`src/rtl/wb_pkg.sv`:
```
// Shared definitions for the Wishbone command master.
//   wb_state_e : transaction FSM states
//   WB_SEL_ALL : all-ones byte-select source, sliced to DW/8 by users
//   cnt_width  : bits needed to count 0..TIMEOUT
package wb_pkg;

  typedef enum logic [1:0] {
    StIdle,
    StReq,
    StWait,
    StRsp
  } wb_state_e;

  localparam logic [63:0] WB_SEL_ALL = '1;

  function automatic int unsigned cnt_width(input int unsigned timeout);
    return $clog2(timeout + 1);
  endfunction

endpackage

```
`src/rtl/wb_timeout_cnt.sv`:
```
// Bus timeout counter.
//   clk_i     : clock
//   rst_ni    : asynchronous active-low reset
//   clr_i     : synchronous clear (takes priority over en_i)
//   en_i      : count one cycle
//   expired_o : high during the TIMEOUT-th enabled cycle since clear, so the
//               caller can act on the same edge the count reaches TIMEOUT
module wb_timeout_cnt
  import wb_pkg::*;
#(
  parameter int unsigned TIMEOUT = 255
) (
  input  logic clk_i,
  input  logic rst_ni,
  input  logic clr_i,
  input  logic en_i,
  output logic expired_o
);

  localparam int unsigned CW = cnt_width(TIMEOUT);
  localparam logic [CW-1:0] CntLast = CW'(TIMEOUT - 1);
  localparam logic [CW-1:0] CntMax  = CW'(TIMEOUT);

  logic [CW-1:0] cnt_q, cnt_d;

  always_comb begin
    cnt_d = cnt_q;
    if (clr_i) begin
      cnt_d = '0;
    end else if (en_i && (cnt_q != CntMax)) begin
      cnt_d = cnt_q + 1'b1;
    end
  end

  always_ff @(posedge clk_i or negedge rst_ni) begin
    if (!rst_ni) begin
      cnt_q <= '0;
    end else begin
      cnt_q <= cnt_d;
    end
  end

  assign expired_o = en_i && (cnt_q == CntLast);

endmodule

```
`src/rtl/wb_cmd_master.sv`:
```
// Wishbone pipelined-mode initiator: one command in, one bus transaction,
// one response out. Only one transaction is ever outstanding.
//   clk, reset_n              : clock, asynchronous active-low reset
//   i_cmd_* / o_cmd_ready     : command port (valid/ready)
//   o_rsp_* / i_rsp_ready     : response port (valid/ready), err = timeout
//   o_wb_* / i_wb_*           : Wishbone master interface
module wb_cmd_master
  import wb_pkg::*;
#(
  parameter int unsigned AW      = 32,
  parameter int unsigned DW      = 32,
  parameter int unsigned TIMEOUT = 255
) (
  input  logic            clk,
  input  logic            reset_n,
  input  logic            i_cmd_valid,
  output logic            o_cmd_ready,
  input  logic            i_cmd_we,
  input  logic [AW-1:0]   i_cmd_addr,
  input  logic [DW-1:0]   i_cmd_data,
  output logic            o_rsp_valid,
  input  logic            i_rsp_ready,
  output logic [DW-1:0]   o_rsp_data,
  output logic            o_rsp_err,
  output logic            o_wb_cyc,
  output logic            o_wb_stb,
  output logic            o_wb_we,
  output logic [DW/8-1:0] o_wb_sel,
  output logic [AW-1:0]   o_wb_addr,
  output logic [DW-1:0]   o_wb_data,
  input  logic            i_wb_ack,
  input  logic            i_wb_stall,
  input  logic [DW-1:0]   i_wb_data
);

  wb_state_e state_q, state_d;

  logic          cyc_q, cyc_d;
  logic          stb_q, stb_d;
  logic          we_q, we_d;
  logic [AW-1:0] addr_q, addr_d;
  logic [DW-1:0] wdata_q, wdata_d;
  logic          rsp_valid_q, rsp_valid_d;
  logic          rsp_err_q, rsp_err_d;
  logic [DW-1:0] rsp_data_q, rsp_data_d;

  logic cnt_clr, cnt_en, expired;

  // Ack only counts once the strobe has been taken (stall low); a stalled
  // ack is a slave protocol error and is dropped.
  logic req_ack;
  assign req_ack = !i_wb_stall && i_wb_ack;

  wb_timeout_cnt #(
    .TIMEOUT (TIMEOUT)
  ) u_timeout_cnt (
    .clk_i     (clk),
    .rst_ni    (reset_n),
    .clr_i     (cnt_clr),
    .en_i      (cnt_en),
    .expired_o (expired)
  );

  // State and datapath registers.
  always_ff @(posedge clk or negedge reset_n) begin
    if (!reset_n) begin
      state_q     <= StIdle;
      cyc_q       <= 1'b0;
      stb_q       <= 1'b0;
      we_q        <= 1'b0;
      addr_q      <= '0;
      wdata_q     <= '0;
      rsp_valid_q <= 1'b0;
      rsp_err_q   <= 1'b0;
      rsp_data_q  <= '0;
    end else begin
      state_q     <= state_d;
      cyc_q       <= cyc_d;
      stb_q       <= stb_d;
      we_q        <= we_d;
      addr_q      <= addr_d;
      wdata_q     <= wdata_d;
      rsp_valid_q <= rsp_valid_d;
      rsp_err_q   <= rsp_err_d;
      rsp_data_q  <= rsp_data_d;
    end
  end

  // Next-state logic. Ack beats an expiry on the same edge.
  always_comb begin
    state_d = state_q;
    unique case (state_q)
      StIdle: if (i_cmd_valid) state_d = StReq;
      StReq: begin
        if (req_ack || expired) state_d = StRsp;
        else if (!i_wb_stall)   state_d = StWait;
      end
      StWait: if (i_wb_ack || expired) state_d = StRsp;
      StRsp:  if (i_rsp_ready) state_d = StIdle;
      default: state_d = StIdle;
    endcase
  end

  // Registered outputs and counter control.
  always_comb begin
    cyc_d       = cyc_q;
    stb_d       = stb_q;
    we_d        = we_q;
    addr_d      = addr_q;
    wdata_d     = wdata_q;
    rsp_valid_d = rsp_valid_q;
    rsp_err_d   = rsp_err_q;
    rsp_data_d  = rsp_data_q;
    cnt_clr     = 1'b0;
    cnt_en      = 1'b0;

    unique case (state_q)
      StIdle: begin
        if (i_cmd_valid) begin
          we_d    = i_cmd_we;
          addr_d  = i_cmd_addr;
          wdata_d = i_cmd_data;
          cyc_d   = 1'b1;
          stb_d   = 1'b1;
          cnt_clr = 1'b1;
        end
      end
      StReq, StWait: begin
        cnt_en = 1'b1;
        if (state_q == StReq && !i_wb_stall) stb_d = 1'b0;
        if ((state_q == StReq) ? req_ack : i_wb_ack) begin
          cyc_d       = 1'b0;
          stb_d       = 1'b0;
          rsp_valid_d = 1'b1;
          rsp_err_d   = 1'b0;
          rsp_data_d  = we_q ? '0 : i_wb_data;
        end else if (expired) begin
          cyc_d       = 1'b0;
          stb_d       = 1'b0;
          rsp_valid_d = 1'b1;
          rsp_err_d   = 1'b1;
          rsp_data_d  = '0;
        end
      end
      StRsp: begin
        if (i_rsp_ready) rsp_valid_d = 1'b0;
      end
      default: ;
    endcase
  end

  // Held low during reset so nothing is offered as accepted before release.
  assign o_cmd_ready = (state_q == StIdle) && reset_n;

  assign o_rsp_valid = rsp_valid_q;
  assign o_rsp_data  = rsp_data_q;
  assign o_rsp_err   = rsp_err_q;
  assign o_wb_cyc    = cyc_q;
  assign o_wb_stb    = stb_q;
  assign o_wb_we     = we_q;
  assign o_wb_sel    = WB_SEL_ALL[DW/8-1:0];
  assign o_wb_addr   = addr_q;
  assign o_wb_data   = wdata_q;

endmodule

```
`config.mk`:
```
export PLATFORM = sky130hd
export DESIGN_NAME = wb_cmd_master
export DESIGN_NICKNAME = d
export VERILOG_FILES = /design/src/rtl/wb_pkg.sv /design/src/rtl/wb_timeout_cnt.sv /design/src/rtl/wb_cmd_master.sv
export SDC_FILE = /design/constraint.sdc
export NUM_CORES = 1
export LEC_CHECK = 0
export ABC_CLOCK_PERIOD_IN_PS = 2200
export CAP_MARGIN = 20
export CORE_UTILIZATION = 43
export CTS_BUF_LIST = sky130_fd_sc_hd__clkbuf_8
export DETAILED_ROUTE_END_ITERATION = 6
export MAX_ROUTING_LAYER = met4
export PLACE_DENSITY = 0.83
export SYNTH_ARGS = -nofsm -noshare
export SYNTH_HDL_FRONTEND = slang
export SYNTH_SLANG_ARGS = --single-unit
```
`constraint.sdc`:
```
create_clock -name clk -period 2.2 [get_ports clk]
set_input_delay 0.44 -clock clk [delete_from_list [all_inputs] [get_ports clk]]
set_output_delay 0.44 -clock clk [all_outputs]
set_load 0.03 [all_outputs]
```
==> results.sh <==
export IMPL_status="complete, no violations"
export IMPL_yosysTopAreaCell="dfrtp_1"
export IMPL_slew_viol_final=0
export IMPL_p_per_area_mw_per_mm2=1510
export IMPL_synth_area_top_cells="dfrtp_1 (62%), nand2_1 (17%), a22o_1 (6.4%), ha_1 (2.2%), buf_4 (1.3%)"
export IMPL_avgSynthCellArea_um2=10.1
export IMPL_cp_arrival_ps=2190
export IMPL_vias=3859
export IMPL_seqPwrFrac=0.336
export IMPL_track_usage=0.227
export IMPL_critPathMaxFanout=32
export IMPL_maxCapViolCount=0
export IMPL_area_growth_pct=52.6
export IMPL_synth_ff_type="dfrtp_1"
export IMPL_synth_top_area_frac=0.616
export IMPL_die_h_um=104
export IMPL_worstSetupEndpointType="flop"
export IMPL_required_ps=2450
export IMPL_rsz0062_at_grt="false"
export IMPL_whs_ps=196
export IMPL_setup_ws_ps=266
export IMPL_max_stage_delay_ps=450
export IMPL_slowest_stage="dfrtp_1"
export IMPL_crit_chain="inv_1 > ha_1 > nand4_1 > o21bai_4 > nand2_4 > a22o_1"
export IMPL_finalCritPeriodShare=0.879
export IMPL_pwr_share_clk=0.122
export IMPL_yosysSeqAreaShare=0.616
export IMPL_final_layout_size_suffix_gt1_frac=0.0508
export IMPL_via_per_inst=4.92
export IMPL_synth_edf_count=0
export IMPL_skew_ps=17.4
export IMPL_worstReg2RegEnd="o_rsp_data[1]"
export IMPL_ys_ff_latch=111
export IMPL_p_comb_frac=0.543
export IMPL_hold_class="primary input to async pin"
export IMPL_htree_levels=3
export IMPL_cts_tree="yes"
export IMPL_r2r_cells=6
export IMPL_grt_first_pass_wirelength_mm=19.1
export IMPL_switching_share=0.435
export IMPL_p_leak_nw=3.28
export IMPL_die_x_um=104
export IMPL_cts_setup_buffers=0
export IMPL_initial_core_util=0.441
export IMPL_io_buffers=204
export IMPL_internal_power_mw=5.87
export IMPL_holdBufCountCts=0
export IMPL_antenna_found_initial=0
export IMPL_busiest_layer="met2"
export IMPL_num_rows=37
export IMPL_crit_start="state_q[1]"
export IMPL_p_sw_mw=4.51
export IMPL_tightest_slew_ps=560
export IMPL_max_freq_mhz=517
export IMPL_grt_overflow=0
export IMPL_core_area_mm2=0.0102
export IMPL_cts_buffers=9
export IMPL_regToRegStartpoint="state_q[1]"
export IMPL_slew_headroom=0.626
export IMPL_drtIter0Drc=235
export IMPL_yosysWarnings=0
export IMPL_reg2reg_setup_slack_ps=270
export IMPL_async_reset_ff_frac=1.00
export IMPL_final_util=0.672
export IMPL_grt_max_degree=112
export IMPL_cts_resized=0
export IMPL_grt_util_met1=0.291
export IMPL_wirelength_mm=11.9
export IMPL_finalSetupTns_ps=0
export IMPL_cts_root_buffer="clkbuf_8"
export IMPL_hpwlAfterDp_mm=8.36
export IMPL_cts_sinks=111
export IMPL_dieArea_mm2=0.0109
export IMPL_ir_worst_vdd_mv=0.815
export IMPL_endpoint="o_rsp_data[1]"
export IMPL_grt_pass1_vias=3791
export IMPL_clk_pin_slew_ps=110
export IMPL_ioPinCount=209
export IMPL_post_place_ws_ps=161
export IMPL_final_nets=755
export IMPL_syn_area_mm2=0.00451
export IMPL_remaining_drc_errors=0
export IMPL_use_met2=0.362
export IMPL_wl_per_cell_um=15.1
export IMPL_drtPass1Iterations=4
export IMPL_synth_cell_types=41
export IMPL_start_kind="flop"
export IMPL_finalSetupViolCount=0
export IMPL_n_antenna_cell=0
export IMPL_insertion_delay_ps=360
export IMPL_routabilityCongestion=0.893
export IMPL_clock_path_buffers=2
export IMPL_use_met3=0.0489
export IMPL_route_antenna_remaining_nets=0
export IMPL_min_period_ps=1930
export IMPL_nFillCells=761
export IMPL_synth_cells=446
export IMPL_path_class="flop to flop"
export IMPL_hold_violations=0
export IMPL_power_mw=10.4
[how the worst min path moves through the flow]
stage / from / endpoint / slack, ps
6_report: reset_n / u_timeout_cnt.cnt_q[6] / 200
2_1_floorplan: reset_n / o_rsp_data[0] / 140
4_1_cts: reset_n / o_wb_addr[11] / 200
3_3_place_gp: o_wb_addr[11] / o_wb_addr[11] / 460
5_1_grt: reset_n / u_timeout_cnt.cnt_q[6] / 210
3_5_place_dp: o_wb_data[1] / o_wb_data[1] / 460
[state kept, by name (all words and copies together), names as in the netlist]
register and count:
o_wb_stb 1, o_wb_we 1, o_wb_cyc 1, o_wb_data 32, state_q 2, u_timeout_cnt.cnt_q 8
o_rsp_valid 1, o_rsp_err 1, o_wb_addr 32, o_rsp_data 32
[cells in the final DEF (no fill, tap or decap), types with 2 or more instances in the layout]
cell | Yosys | final
nor2_1 | 9 | 9
nor2b_1 | 5 | 5
o2bb2ai_1 | 2 | 2
clkbuf_8 | 0 | 10
buf_4 | 8 | 4
inv_1 | 7 | 8
a22o_1 | 33 | 33
ha_1 | 8 | 8
clkdlybuf4s50_1 | 0 | 202
o21ai_0 | 3 | 3
nand2_1 | 200 | 199
a211oi_1 | 3 | 3
nand4_1 | 3 | 3
conb_1 | 1 | 4
buf_12 | 0 | 4
a21oi_1 | 3 | 3
clkinv_4 | 0 | 3
o21ai_1 | 2 | 2
nand3_1 | 7 | 7
a31oi_1 | 2 | 2
dfrtp_1 | 111 | 111
[cell type report]
type / count / area (um2) / area share
clock inverters: 6 / 68.8 / 0.0100
clock buffers: 10 / 138 / 0.0200
flip-flops and latches: 111 / 2780 / 0.404
multi-input cells: 305 / 1570 / 0.228
repair buffers: 210 / 2130 / 0.310
inverters: 7 / 26.3 / 0.00382
well taps: 136 / 170 / 0.0247
[per-layer routing]
layer	vias to the layer above	routed length, um
met5	-	0
met4	0	242
met2	180	5700
met3	14	760
met1	1822	5180
li1	1843	-
[critical path, delay by kind of cell (launching register included)]
family,cells,cell delay [ps]
DFF,1,450
and+or+nand+nor,2,390
adders and majority gates,1,410
buffers and inverters,1,120
AOI/OAI and AO/OA,2,460
[through the flow]
stage                     instance area, um2  cells
after global placement                  6670    769
after CTS                               6880    785
after floorplan                         4520    449
after detailed placement                6670    769
final                                   6880    785
after global routing                    6880    785
[synth_stat cells, drive strengths merged (2+ instances only)]
cell type  number
buf            17
ha              8
clkbuf          9
nand2         201
a21oi           3
nand4           4
nor3            2
inv             7
dfrtp         111
a31oi           2
nor2b           5
and2            2
nand3           7
a211oi          3
nor2           10
o21a            2
o21bai          2
o2bb2ai         2
a22o           33
o21ai           5
[kinds of logic after synthesis]
| family | count (synthesis) | share of synthesized area |
|---|---|---|
| DFF | 111 | 0.616 |
| xor gates and xnor gates | 1 | 0.00194 |
| AOI/OAI and AO/OA | 58 | 0.107 |
| and+or+nand+nor | 233 | 0.211 |
| muxes | 1 | 0.00222 |
| buffers and inverters | 33 | 0.0397 |
| adders and majority gates | 8 | 0.0222 |
| other | 1 | 0.000832 |
[power by group through the flow]
| stage | clock network, mW | registers [mW] | logic, mW |
|---|---|---|---|
| floorplan | 0 | 5.08 | 1.72 |
| global placement | 0 | 3.48 | 5.50 |
| detailed placement | 0 | 3.52 | 5.64 |
| CTS | 1.31 | 3.48 | 5.67 |
| global route | 1.37 | 3.60 | 6.00 |
| finish | 1.26 | 3.48 | 5.63 |
Note: power is estimated with default switching activity, not from simulation.
